==> src/rtl/lif_neuron_if.sv <==
// Weight-write bus, timestep trigger and status/result signals of one LIF neuron.
// The master side (core array or bench) drives stimulus; the neuron is the slave.
interface lif_neuron_if #(
    parameter int WIDTH     = 32,
    parameter int WEIGHT_W  = 16,
    parameter int NUM_AXONS = 16,
    parameter int AW        = $clog2(NUM_AXONS)
);
    logic                       w_we;
    logic [AW-1:0]              w_addr;
    logic signed [WEIGHT_W-1:0] w_data;
    logic                       tick;
    logic [NUM_AXONS-1:0]       axon_spikes;
    logic                       busy;
    logic                       done;
    logic                       spike_out;
    logic signed [WIDTH-1:0]    potential;

    modport master (
        output w_we, w_addr, w_data, tick, axon_spikes,
        input  busy, done, spike_out, potential
    );

    modport slave (
        input  w_we, w_addr, w_data, tick, axon_spikes,
        output busy, done, spike_out, potential
    );
endinterface

==> src/rtl/lif_neuron.sv <==
// Leaky integrate-and-fire neuron: serial weighted integration of spiking axons,
// leak, threshold fire with refractory period and zero/subtract post-fire reset.
module lif_neuron #(
    parameter int WIDTH     = 32,
    parameter int WEIGHT_W  = 16,
    parameter int NUM_AXONS = 16,
    parameter int REFRACT_W = 4,
    parameter int AW        = $clog2(NUM_AXONS)
) (
    input  logic                    clk,
    input  logic                    rst,
    lif_neuron_if.slave             nif,
    input  logic signed [WIDTH-1:0] cfg_threshold,
    input  logic signed [WIDTH-1:0] cfg_leak,
    input  logic                    cfg_reset_mode,
    input  logic [REFRACT_W-1:0]    cfg_refract
);

    typedef enum logic [2:0] {
        IDLE,
        INTEGRATE,
        LEAK,
        FIRE,
        REFRACT
    } state_t;

    localparam logic signed [WIDTH-1:0] POT_MAX = {1'b0, {(WIDTH-1){1'b1}}};
    localparam logic signed [WIDTH-1:0] POT_MIN = {1'b1, {(WIDTH-1){1'b0}}};

    state_t                     state_reg;
    logic [AW-1:0]              index_reg;
    logic [NUM_AXONS-1:0]       spikes_reg;
    logic signed [WIDTH-1:0]    threshold_reg;
    logic signed [WIDTH-1:0]    leak_reg;
    logic                       reset_mode_reg;
    logic [REFRACT_W-1:0]       refract_cfg_reg;
    logic [REFRACT_W-1:0]       refract_cnt_reg;
    logic signed [WIDTH-1:0]    potential_reg;
    logic                       busy_reg;
    logic                       done_reg;
    logic                       spike_reg;

    logic [NUM_AXONS-1:0][WEIGHT_W-1:0] weight_flat;
    logic                       weight_we;
    logic signed [WIDTH-1:0]    weight_ext;

    function automatic logic signed [WIDTH-1:0] sat_add(
        input logic signed [WIDTH-1:0] a,
        input logic signed [WIDTH-1:0] b
    );
        logic signed [WIDTH:0] sum;
        sum = (WIDTH+1)'(a) + (WIDTH+1)'(b);
        if (sum[WIDTH] != sum[WIDTH-1])
            return sum[WIDTH] ? POT_MIN : POT_MAX;
        return sum[WIDTH-1:0];
    endfunction

    function automatic logic signed [WIDTH-1:0] sat_sub(
        input logic signed [WIDTH-1:0] a,
        input logic signed [WIDTH-1:0] b
    );
        logic signed [WIDTH:0] diff;
        diff = (WIDTH+1)'(a) - (WIDTH+1)'(b);
        if (diff[WIDTH] != diff[WIDTH-1])
            return diff[WIDTH] ? POT_MIN : POT_MAX;
        return diff[WIDTH-1:0];
    endfunction

    // Weights are only writable between timesteps so an in-flight sum never sees a torn table.
    assign weight_we = (state_reg == IDLE) && nif.w_we && (32'(nif.w_addr) < NUM_AXONS);

    generate
        for (genvar gi = 0; gi < NUM_AXONS; gi++) begin : g_weight
            logic [WEIGHT_W-1:0] weight_reg;

            always_ff @(posedge clk) begin
                if (!rst)
                    weight_reg <= '0;
                else if (weight_we && nif.w_addr == AW'(gi))
                    weight_reg <= nif.w_data;
            end

            assign weight_flat[gi] = weight_reg;
        end
    endgenerate

    assign weight_ext = WIDTH'($signed(weight_flat[index_reg]));

    always_ff @(posedge clk) begin
        if (!rst) begin
            state_reg       <= IDLE;
            index_reg       <= '0;
            spikes_reg      <= '0;
            threshold_reg   <= '0;
            leak_reg        <= '0;
            reset_mode_reg  <= 1'b0;
            refract_cfg_reg <= '0;
            refract_cnt_reg <= '0;
            potential_reg   <= '0;
            busy_reg        <= 1'b0;
            done_reg        <= 1'b0;
            spike_reg       <= 1'b0;
        end else begin
            done_reg  <= 1'b0;
            spike_reg <= 1'b0;
            case (state_reg)
                IDLE: begin
                    if (nif.tick) begin
                        spikes_reg      <= nif.axon_spikes;
                        threshold_reg   <= cfg_threshold;
                        leak_reg        <= cfg_leak;
                        reset_mode_reg  <= cfg_reset_mode;
                        refract_cfg_reg <= cfg_refract;
                        index_reg       <= '0;
                        busy_reg        <= 1'b1;
                        state_reg       <= (refract_cnt_reg != '0) ? REFRACT : INTEGRATE;
                    end
                end
                INTEGRATE: begin
                    if (spikes_reg[index_reg])
                        potential_reg <= sat_add(potential_reg, weight_ext);
                    if (index_reg == AW'(NUM_AXONS - 1))
                        state_reg <= LEAK;
                    else
                        index_reg <= index_reg + AW'(1);
                end
                LEAK: begin
                    potential_reg <= sat_sub(potential_reg, leak_reg);
                    state_reg     <= FIRE;
                end
                FIRE: begin
                    if (potential_reg >= threshold_reg) begin
                        spike_reg       <= 1'b1;
                        refract_cnt_reg <= refract_cfg_reg;
                        potential_reg   <= reset_mode_reg ? sat_sub(potential_reg, threshold_reg) : '0;
                    end
                    done_reg  <= 1'b1;
                    busy_reg  <= 1'b0;
                    state_reg <= IDLE;
                end
                REFRACT: begin
                    // A refractory timestep only burns one count; the potential is frozen.
                    refract_cnt_reg <= refract_cnt_reg - REFRACT_W'(1);
                    done_reg        <= 1'b1;
                    busy_reg        <= 1'b0;
                    state_reg       <= IDLE;
                end
                default: begin
                    busy_reg  <= 1'b0;
                    state_reg <= IDLE;
                end
            endcase
        end
    end

    assign nif.busy      = busy_reg;
    assign nif.done      = done_reg;
    assign nif.spike_out = spike_reg;
    assign nif.potential = potential_reg;

endmodule

==> src/flat_wrapper.sv <==
// flat-port wrapper written by rule: the top's interface ports become plain ports
module lif_neuron_flat 
#(
    parameter int WIDTH     = 32,
    parameter int WEIGHT_W  = 16,
    parameter int NUM_AXONS = 16,
    parameter int REFRACT_W = 4,
    parameter int AW        = $clog2(NUM_AXONS)
)
  (clk, rst, cfg_threshold, cfg_leak, cfg_reset_mode, cfg_refract, nif_w_we, nif_w_addr, nif_w_data, nif_tick, nif_axon_spikes, nif_busy, nif_done, nif_spike_out, nif_potential);
  lif_neuron_if #(.WIDTH(WIDTH), .WEIGHT_W(WEIGHT_W), .NUM_AXONS(NUM_AXONS), .AW(AW)) nif_i ();
  input  logic clk;
  input  logic rst;
  input  logic signed [WIDTH-1:0] cfg_threshold;
  input  logic signed [WIDTH-1:0] cfg_leak;
  input  logic cfg_reset_mode;
  input  logic [REFRACT_W-1:0] cfg_refract;
  input wire logic [$bits(nif_i.w_we)-1:0] nif_w_we;
  input wire logic [$bits(nif_i.w_addr)-1:0] nif_w_addr;
  input wire logic [$bits(nif_i.w_data)-1:0] nif_w_data;
  input wire logic [$bits(nif_i.tick)-1:0] nif_tick;
  input wire logic [$bits(nif_i.axon_spikes)-1:0] nif_axon_spikes;
  output wire logic [$bits(nif_i.busy)-1:0] nif_busy;
  output wire logic [$bits(nif_i.done)-1:0] nif_done;
  output wire logic [$bits(nif_i.spike_out)-1:0] nif_spike_out;
  output wire logic [$bits(nif_i.potential)-1:0] nif_potential;
  assign nif_i.w_we = nif_w_we;
  assign nif_i.w_addr = nif_w_addr;
  assign nif_i.w_data = nif_w_data;
  assign nif_i.tick = nif_tick;
  assign nif_i.axon_spikes = nif_axon_spikes;
  assign nif_busy = nif_i.busy;
  assign nif_done = nif_i.done;
  assign nif_spike_out = nif_i.spike_out;
  assign nif_potential = nif_i.potential;
  lif_neuron #(.WIDTH(WIDTH), .WEIGHT_W(WEIGHT_W), .NUM_AXONS(NUM_AXONS), .REFRACT_W(REFRACT_W), .AW(AW)) u_core (.clk(clk), .rst(rst), .nif(nif_i), .cfg_threshold(cfg_threshold), .cfg_leak(cfg_leak), .cfg_reset_mode(cfg_reset_mode), .cfg_refract(cfg_refract));
endmodule
==> config.mk <==
export PLATFORM = sky130hd
export DESIGN_NAME = lif_neuron_flat
export DESIGN_NICKNAME = d
export VERILOG_FILES = /design/src/rtl/lif_neuron_if.sv /design/src/rtl/lif_neuron.sv /design/src/flat_wrapper.sv
export SDC_FILE = /design/constraint.sdc
export NUM_CORES = 1
export LEC_CHECK = 0
export CORE_MARGIN = 4
export CORE_UTILIZATION = 45
export DETAILED_ROUTE_END_ITERATION = 8
export PLACE_DENSITY_LB_ADDON = 0.15
export SLEW_MARGIN = 20
export SYNTH_ARGS = -nofsm -noshare
export SYNTH_HDL_FRONTEND = slang
export SYNTH_SLANG_ARGS = --single-unit
==> constraint.sdc <==
create_clock -name clk -period 7.11 [get_ports clk]
set_clock_uncertainty 0.2 [all_clocks]
set_input_delay 1.422 -clock clk [delete_from_list [all_inputs] [get_ports clk]]
set_output_delay 1.422 -clock clk [all_outputs]
set_load 0.05 [all_outputs]
== Yosys cells after proc, flatten, opt, wreduce, memory -nomap -nowiden ==
Cells that the tools add are included.
Word-level totals
  bits of input ports: 109
  register bits after elaboration: 387
  word-level logic and storage cells: 137
Cells by class
  bitwise operators: 1
  $lt $le $gt $ge: 2
  muxes and demuxes: 41
  reduce and logical (&&, ||, !) cells: 32
  add/sub/neg operators: 5
  equal/unequal tests: 28
Operators by type and width (count)
  $mux 32: 12
  $pmux 32 s3: 1
  $sub 32x32->33: 2
  $bmux 16 s4: 1
  $eq 4x4->1 const B: 9
  $add 32x16->33: 1
  $ge 32x32->1: 1
  $logic_and 1x1->1: 17
  $eq 4x3->1 const B: 4
  $mux 16: 1
  $pmux 4 s2: 2
  $mux 1: 15
  $mux 4: 3
  $reduce_and 2->1: 5
  $mux 3: 3
  $pmux 3 s3: 1
  $eq 4x2->1 const B: 2
  $eq 3x2->1 const B: 2
  $ne 2x1->1 const B: 3
  $reduce_and 3->1: 2
  $lt 4x5->1 const B: 1
  $add 4x1->4 const B: 1
  $bmux 1 s4: 1
  $eq 4x1->1 const B: 1
  other kinds (13): 18

== Logic depth before layout (Yosys ltp) ==
Gate-level depths: netlist (run 1).
  depth after elaboration: 11
  mapped depth: 19

== Worst setup path before layout (run 1) ==
OpenSTA, ideal clock, no wires.
  path kind: flip-flop to flip-flop
  start: reg u_core.index_reg[0]
  end: reg u_core.potential_reg[28] (netlist: u_core.nif.potential[28])
  data arrival time: 5.270 ns
  data required time: 6.836 ns
  setup time: 0.074 ns
  cell stages (with the launch flop): 19
  path slack: 1.566 ns
  path through: dfxtp_1 buf_2 buf_1 buf_1 mux4_2 mux4_2 ha_1 buf_6 a21o_1 a221o_1 a21oi_2 nand3_1 a21oi_2 nor2_2 a21o_4 mux2i_1 buf_6 or4b_1 a31oi_1
Between the ends
  longest elaborated chain between the ends: 11
Ends and longest elaborated chain
  start: declaration: line lif_neuron.sv:31  | logic [AW-1:0] index_reg;
  start signal: assignment: line lif_neuron.sv:125  | index_reg <= index_reg + AW'(1);
  $bmux 16 s4: line lif_neuron.sv:87  | assign weight_ext = WIDTH'($signed(weight_flat[index_reg]));
  $mux 16 (not written as such): line lif_neuron.sv:87
  $add 32x16->33: line lif_neuron.sv:52  | sum = (WIDTH+1)'(a) + (WIDTH+1)'(b);
  $ne 1x1->1: line lif_neuron.sv:53  | if (sum[WIDTH] != sum[WIDTH-1])
  $mux 1: line lif_neuron.sv:53
  $mux 1: line lif_neuron.sv:120  | if (spikes_reg[index_reg])
  $mux 1: line lif_neuron.sv:106  | case (state_reg)
  $mux 1: line lif_neuron.sv:90  | if (!rst) begin
  $mux 32: line lif_neuron.sv:55  | return sum[WIDTH-1:0];
  $mux 32: line lif_neuron.sv:120
  $pmux 32 s3: line lif_neuron.sv:106
  end signal: assignment: line lif_neuron.sv:121  | potential_reg <= sat_add(potential_reg, weight_ext);
  end signal: assignment: line lif_neuron.sv:128  | potential_reg <= sat_sub(potential_reg, leak_reg);
  end signal: assignment: line lif_neuron.sv:135  | potential_reg <= reset_mode_reg ? sat_sub(potential_reg, threshold_reg) : '0;
  end: declaration: line lif_neuron.sv:38  | logic signed [WIDTH-1:0] potential_reg;
Several ways; a longest one is shown, not always the timed one. The select of a mux whose other input is x is not followed.
A chain may end at the register's enable or synchronous reset.

== Worst setup path after layout (run 1) ==
  start: reg u_core.index_reg[0]
  end: reg u_core.potential_reg[7] (netlist: u_core.nif.potential[7])
The elaborated chain is that of the path after synthesis.

==> impl_results.md, run 1 <==
- Total power: 9.75 mW
- Relative slew slack: 0.159
- DRC violations left: 0
- Hold WS: roughly 0.25 ns
- Worst-case reg-to-reg path depth: 14
- HP Class: reg2reg
- Pin count of the biggest net entering global routing: 244
- Worst endpoint required time: between 7 and 8 ns
- Adder-cell share of the synthesized area: 0.0594
- # IOs: roughly 140
- Synth Instances: about 2800
- Final Util: 0.526
- CP Max Fanout: between 40 and 50
- Worst reg2reg path startpoint: u_core.index_reg[0]
- Capturing point of the worst reg2reg path: u_core.nif.potential[7]
- GRT Util Overall: 0.284
- Fmax: 0.174 GHz
- DRT iter0 DRCs: between 1500 and 2000
- Clk sink count: 387
- Wl on met1: between 20 and 30 mm
- Final period utilization: 0.806
- 1st-pass router iterations: 5
- Rows: 80
- DR vias: ~21000
- Die height: between 200 and 250 µm
- Seq/Total Area, Yosys: 0.354
- Max reg flops: about 260
- Syn_area_per_cell: between 7 and 8 µm²
- PostCTS Resize Cnt: 0
- DR WL/cell: 22.2 µm
- Core area: around 48000 µm²
- Mapped cell area: approximately 22000 µm²
- Part of the power in combinational logic: 0.484
- Syn nets: ~3000
- Max-Cap Viols: 0
- Routed Antenna Nets: 0
- Complex-gate fraction of the synthesized area: 0.215
- Asr flop ratio synth: 0
- GR Overflow Total: 0
- Uppermost layer routed: met4
- Global-route wire length before repair: 117 mm
- Main combinational cell family by area after synthesis: compound AO/OA/AOI/OAI gates
- Vias in the first global route: slightly above 20000
- Total Wirelength: around 77 mm
- Internal power: 5.49 mW
- Sw power: 4.26 mW
- Routed vias/inst: about 6
- Sequential power share: 0.268
- Minimum clock period: approximately 5.7 ns
- Hold endpoint: u_core.g_weight[12].weight_reg[4]
- Dpl ws: around 1.4 ns
- Total length of routed met3 wires: approximately 5 mm
- Root buffer cell: clkbuf_16
- VDD IR max: 0.305 mV
- Multiplexer area fraction after synthesis: 0.0892
- Max Slew Vio Count: 0
- Clock slew at reported path FFs: about 0.06 ns
- Number of buffers created by CTS: 43
- Post-Route Setup TNS: 0 ns
- H-tree depth: 2
- Flops & latches, synth: a little under 400
- Synth Area in XOR/XNOR: 0.0341
- Die Span X: roughly 230 µm
- Post-Synth Simple-Gate Area: 0.197
- FF-to-FF setup slack: ~1.4 ns
- Initial Utilization: 0.457
- Commonest register cell after synthesis: dfxtp_1
- Die footprint: approximately 52000 µm²
- Critical Path Source Type: flop
- CTS tree: yes
- Crit path capture type: flop
- Min-delay src: u_core.g_weight[12].weight_reg[4]
- Ratio of cells with drive above 1 in the final layout: 0.0784
- P_leak: just over 9 nW
- Worst setup margin: between 1 and 1.5 ns
- DP HPWL: about 53 mm
- Hold path depth: 2
- N_diodes: 0
- WS Path Type: reg2reg
- I/O Buffers: around 140
- Clock share of power: 0.248
- Nets: ~3000
- Arr. time, crit path: roughly 6.0 ns
- Met2 layer wire length in the routed design: 38.1 mm
- Synth cell types: 84
- Latest clock arrival within the worst-skew pair: ~0.60 ns
- Hold Violations, Final: 0
- Placer Congestion: 0.958
- Synthesis-to-finish area growth: 15.1%
- RSZ-0062 raised after global routing: false
- Sw Ratio: 0.437
- Status: finished, final reports clean
- EDFF count, synth: 0
- Final-report setup violation count: 0
- Synth warn: 0
- Clock buffer depth: 3
- Number of setup buffers added after CTS: 0
- Power per cell area: roughly 390 nW/µm²
- Slew @ Worst Pin: roughly 1.3 ns
- CTS Hold Bufs: 0
- Initial antenna violation count: 0
[worst max-delay path, stage by stage, from the launching register on]
cell	delay [ns]
dfxtp_4	0.94
buf_12	0.33
mux4_2	0.54
mux4_2	0.55
ha_1	0.37
nand2_1	0.16
nor2_1	0.07
a211oi_1	0.41
o311ai_4	0.23
a21oi_2	0.19
nor2_2	0.07
a21o_4	0.24
a211oi_2	0.65
o21ai_0	0.27
a32o_1	0.33
[power by group through the flow]
stage	logic, mW	registers (mW)	clock network (mW)
2_1_floorplan	3.24	2.66	0
3_3_place_gp	4.58	2.65	0
3_5_place_dp	4.61	2.65	0
4_1_cts	4.64	2.61	2.45
5_1_grt	5.15	2.62	2.53
6_report	4.72	2.61	2.42
[layout make-up]
class                      instances  area [µm²]
multi-input combinational       2120       13100
clock buffer                      60        1230
sequential                       387        7750
timing repair buffer             166        1640
inverter                          97         372
fill                            4556       22700
clock inverter                    16         293
tap                              615         769
[cells in the mapped netlist (3+ instances only)]
master     instances  share of area
inv_1             96          0.016
a211o_1            4         0.0016
a311oi_1           4         0.0016
xor2_1            38          0.015
ha_1              99          0.057
nand2_1          783           0.13
buf_1             21         0.0036
a221oi_1           4         0.0016
nand4_1           17         0.0049
nor2_1            94          0.016
a211oi_1          17         0.0058
a31oi_1           15         0.0043
a21o_1            35          0.012
or2_2              3        0.00086
a21boi_0           6         0.0021
or3_1              6         0.0017
nor3_1            28         0.0064
nor2b_1           11         0.0031
a32o_1            10         0.0046
and2_1             8         0.0023
o21a_1            22         0.0076
fa_1               3         0.0027
nand2b_1          17         0.0049
a41oi_1            4         0.0016
mux4_2            85          0.088
o311a_1            6         0.0027
xnor2_1           44          0.018
nand3_1           39         0.0089
o31a_1             4         0.0016
clkbuf_1         152          0.026
a21oi_1          454           0.10
and3_1            20         0.0057
o31ai_1            9         0.0031
o21bai_1          11         0.0038
a2111oi_0          5         0.0020
dfxtp_1          387           0.35
buf_2             13         0.0030
o211ai_1           9         0.0031
o21ai_1           15         0.0034
nand3b_1           4         0.0014
o21ai_0          130          0.030
[cells in the final DEF (no fill, tap or decap), types with 20 or more instances in the layout]
master             n
inv_1             96
nor3_1            24
nand2_1          783
a21o_1            35
o21a_1            22
nor2_1            82
mux4_2            85
o21ai_0          130
nand3_1           38
xnor2_1           43
xor2_1            38
dfxtp_1          385
a21oi_1          454
buf_4             20
clkbuf_16         43
and3_1            20
ha_1              99
clkdlybuf4s50_1  142
[how the worst max path moves through the flow]
stage                   startpoint                       end
2_1_floorplan  u_core.index_reg[0]  u_core.nif.potential[28]
3_3_place_gp   u_core.index_reg[0]   u_core.nif.potential[7]
3_5_place_dp   u_core.index_reg[0]   u_core.nif.potential[7]
4_1_cts        u_core.index_reg[0]   u_core.nif.potential[7]
5_1_grt        u_core.index_reg[0]   u_core.nif.potential[7]
6_report       u_core.index_reg[0]   u_core.nif.potential[7]
[cells by family (layout without fill, tap and decap cells)]
group / count (synthesis) / in the layout
adders and majority gates: 102 / 102
xor gates and xnor gates: 83 / 83
buffers and inverters: 286 / 339
muxes: 88 / 88
and+or+nand+nor: 1047 / 1047
DFF: 387 / 387
AOI/OAI and AO/OA: 800 / 800
[per-layer routing]
metal	vias to the layer above	track usage
met1	9880	0.336
met4	0	0.135
met2	781	0.504
met3	204	0.0422
met5	-	0
li1	9754	-
[metrics by stage]
| stage | std cells | cell area, µm² |
|---|---|---|
| floorplan | 2793 | 21900 |
| global placement | 3384 | 23600 |
| detailed placement | 3384 | 23600 |
| CTS | 3460 | 25100 |
| global route | 3461 | 25200 |
| finish | 3461 | 25200 |
(Power assumes the default switching activity.)
==> run 2, diff against run 1 <==
==> constraint.sdc (replaced) <==
create_clock -name clk -period 5.9 [get_ports clk]
set_clock_uncertainty 0.2 [all_clocks]
set_input_delay 1.18 -clock clk [delete_from_list [all_inputs] [get_ports clk]]
set_output_delay 1.18 -clock clk [all_outputs]
set_load 0.05 [all_outputs]
==> run 2 against run 1 <==
Net effect: maximum frequency grew 2.3%; global-route usage shrank 0.20 points; non-clock buffer count grew 15; core utilization grew 0.058 points; die area is the same.
==> impl_results.md, run 2 (synthesis gave the netlist of run 1 again) <==
- Grt met3 use: 0.0408 (was 0.0422)
- Pin count of the biggest net entering global routing: 231 (was 244)
- Total power: 11.6 mW (was 9.75 mW)
- Worst-case reg-to-reg path depth: 15 (was 14)
- Internal power: 6.49 mW (was 5.49 mW)
- FF-to-FF setup slack: 0.30 ns (was 1.38 ns)
- Arr. time, crit path: 5.89 ns (was 6.02 ns)
- DR vias: 20700 (was 20600)
- GRT Util Overall: 0.282 (was 0.284)
- Die footprint: 52200 µm² (unchanged)
- GR Util met2: 0.510 (was 0.504)
- Relative slew slack: 0.206 (was 0.159)
- M1 GR Usage: 0.329 (was 0.336)
- Power per cell area: 461 nW/µm² (was 388 nW/µm²)
- RSZ-0062 raised after global routing: false (unchanged)
- PostCTS Resize Cnt: 0 (unchanged)
- Root buffer cell: clkbuf_16 (unchanged)
- DR WL/cell: 21.9 µm (was 22.2 µm)
- Minimum clock period: 5.60 ns (was 5.73 ns)
- Die height: 228 µm (unchanged)
- Hold WS: 0.250 ns (about the same)
- Initial Utilization: 0.457 (unchanged)
- Most common cell after layout, fill and taps aside: nand2_1 (unchanged)
- P_leak: 9.22 nW (was 9.18 nW)
- H-tree depth: 2 (unchanged)
- Routed Antenna Nets: 0 (unchanged)
- Routed vias/inst: 5.95 (was 5.96)
- 1st-pass router iterations: 6 (was 5)
- CTS Hold Bufs: 0 (unchanged)
- Post-Route Setup TNS: 0 ns (unchanged)
- Total Wirelength: 76.3 mm (was 76.7 mm)
- Capturing point of the worst reg2reg path: u_core.nif.potential[7] (unchanged)
- CP Max Fanout: 33 (was 45)
- Final-report setup violation count: 0 (unchanged)
- GR Overflow Total: 0 (unchanged)
- Clock share of power: 0.240 (was 0.248)
- Initial antenna violation count: 1 (was 0)
- Latest clock arrival within the worst-skew pair: 0.59 ns (was 0.60 ns)
- Clock slew at reported path FFs: 0.06 ns (about the same)
- Placer Congestion: 0.982 (was 0.958)
- Most frequent cells in the layout: 783 x nand2_1, 454 x a21oi_1, 385 x dfxtp_1, 142 x clkdlybuf4s50_1, 130 x o21ai_0 (unchanged)
- Max-Cap Viols: 0 (unchanged)
- VDD IR max: 0.433 mV (was 0.305 mV)
- HP Class: reg2reg (unchanged)
- WS Path Type: reg2reg (unchanged)
- FILL cells: 4579 (was 4556)
- Rows: 80 (unchanged)
- Sw Ratio: 0.441 (was 0.437)
- Global-route wire length before repair: 117 mm (about the same)
- Worst reg2reg path startpoint: u_core.index_reg[0] (unchanged)
- Critical Path Source Type: flop (unchanged)
- Critical Path Source: u_core.index_reg[0] (unchanged)
- Crit path capture type: flop (unchanged)
- DRT iter0 DRCs: 1814 (was 1755)
- Nets: 3041 (was 3026)
- Worst endpoint required time: 6.18 ns (was 7.40 ns)
- Sw power: 5.11 mW (was 4.26 mW)
- Vias in the first global route: 20200 (was 20300)
- Max reg flops: 256 (unchanged)
- Final period utilization: 0.950 (was 0.806)
- Die Span X: 228 µm (unchanged)
- DP HPWL: 53.2 mm (was 52.6 mm)
- Sequential power share: 0.269 (was 0.268)
- Critical Path End: u_core.nif.potential[7] (unchanged)
- Fmax: 0.178 GHz (was 0.174 GHz)
- Clk sink count: 387 (unchanged)
- DRC violations left: 0 (unchanged)
- Core area: 47800 µm² (unchanged)
- Clock buffer depth: 3 (unchanged)
- Part of the power in combinational logic: 0.492 (was 0.484)
- Max Slew Vio Count: 0 (unchanged)
- Status: finished, final reports clean (unchanged)
- Hold Violations, Final: 0 (unchanged)
- Slew @ Worst Pin: 1.19 ns (was 1.26 ns)
- Synthesis-to-finish area growth: 15.2% (was 15.1%)
- # IOs: 144 (unchanged)
- Busiest grt layer: met2 (unchanged)
- CTS tree: yes (unchanged)
- I/O Buffers: 143 (unchanged)
- Number of buffers created by CTS: 43 (unchanged)
- Ratio of cells with drive above 1 in the final layout: 0.0828 (was 0.0784)
- Number of setup buffers added after CTS: 0 (unchanged)
-- run 2: changes by cell type in the layout (fill, tap and decap cells not counted) --
cell	before	now
a221oi_1	4	3
nor2_2	13	14
buf_12	2	3
bufinv_16	7	3
buf_16	1	0
nor2_4	1	0
clkbuf_1	8	11
buf_4	20	35
clkbuf_8	9	11
a221oi_2	0	1
diode_2	0	1
-- run 2: metal layers --
layer	wire length [µm]	vias up
li1	-	9799
met1	29900	9909
met2	38500	764
met3	4320	212
met4	3670	0
met5	0	-
-- run 2: area by class of cell --
| type | instances | area [µm²] | share of cell area |
|---|---|---|---|
| multi-input combinational | 2120 | 13100 | 0.520 |
| sequential | 387 | 7750 | 0.308 |
| timing repair buffer | 181 | 1750 | 0.0695 |
| clock buffer | 65 | 1270 | 0.0504 |
| tap | 615 | 769 | 0.0306 |
| inverter | 97 | 372 | 0.0148 |
| clock inverter | 12 | 173 | 0.00686 |
| antenna | 1 | 2.50 | 0.0000994 |
-- run 2: through the flow --
stage	cell area, µm²	setup WS [ns]	util	cells
2_1_floorplan	21900	0.356	-	2793
3_3_place_gp	23700	0.486	0.496	3400
3_5_place_dp	23700	0.343	0.496	3400
4_1_cts	25200	0.336	0.526	3477
5_1_grt	25200	0.00862	0.526	3478
6_report	25200	0.296	0.526	3478
-- run 2: worst max-delay path: stages, from the launching register on --
cell and delay [ns]:
dfxtp_4 0.81, buf_12 0.30, buf_4 0.18, mux4_2 0.49
mux4_2 0.54, ha_1 0.40, o21ai_1 0.14, o211ai_2 0.21
a31oi_4 0.14, o311ai_4 0.33, a21oi_2 0.10, nor2_2 0.17
a211oi_1 0.16, a211oi_2 0.71, o21ai_0 0.27, a32o_1 0.31
-- run 2: how the worst min path moves through the flow --
stage,from,end,cells past startpoint
global route,u_core.threshold_reg[17],u_core.threshold_reg[17],2
CTS,u_core.g_weight[15].weight_reg[14],u_core.g_weight[15].weight_reg[14],2
finish,u_core.g_weight[12].weight_reg[11],u_core.g_weight[12].weight_reg[11],2
floorplan,u_core.g_weight[0].weight_reg[0],u_core.g_weight[0].weight_reg[0],2
global placement,u_core.g_weight[0].weight_reg[7],u_core.g_weight[0].weight_reg[7],2
detailed placement,u_core.g_weight[12].weight_reg[14],u_core.g_weight[12].weight_reg[14],2
-- run 2: power groups by stage --
stage               Clock, mW  Sequential (mW)  Combinational [mW]
finish                   2.78             3.12                5.70
global route             2.92             3.13                6.19
CTS                      2.82             3.12                5.61
detailed placement          0             3.17                5.57
global placement            0             3.17                5.53
floorplan                   0             3.21                3.91
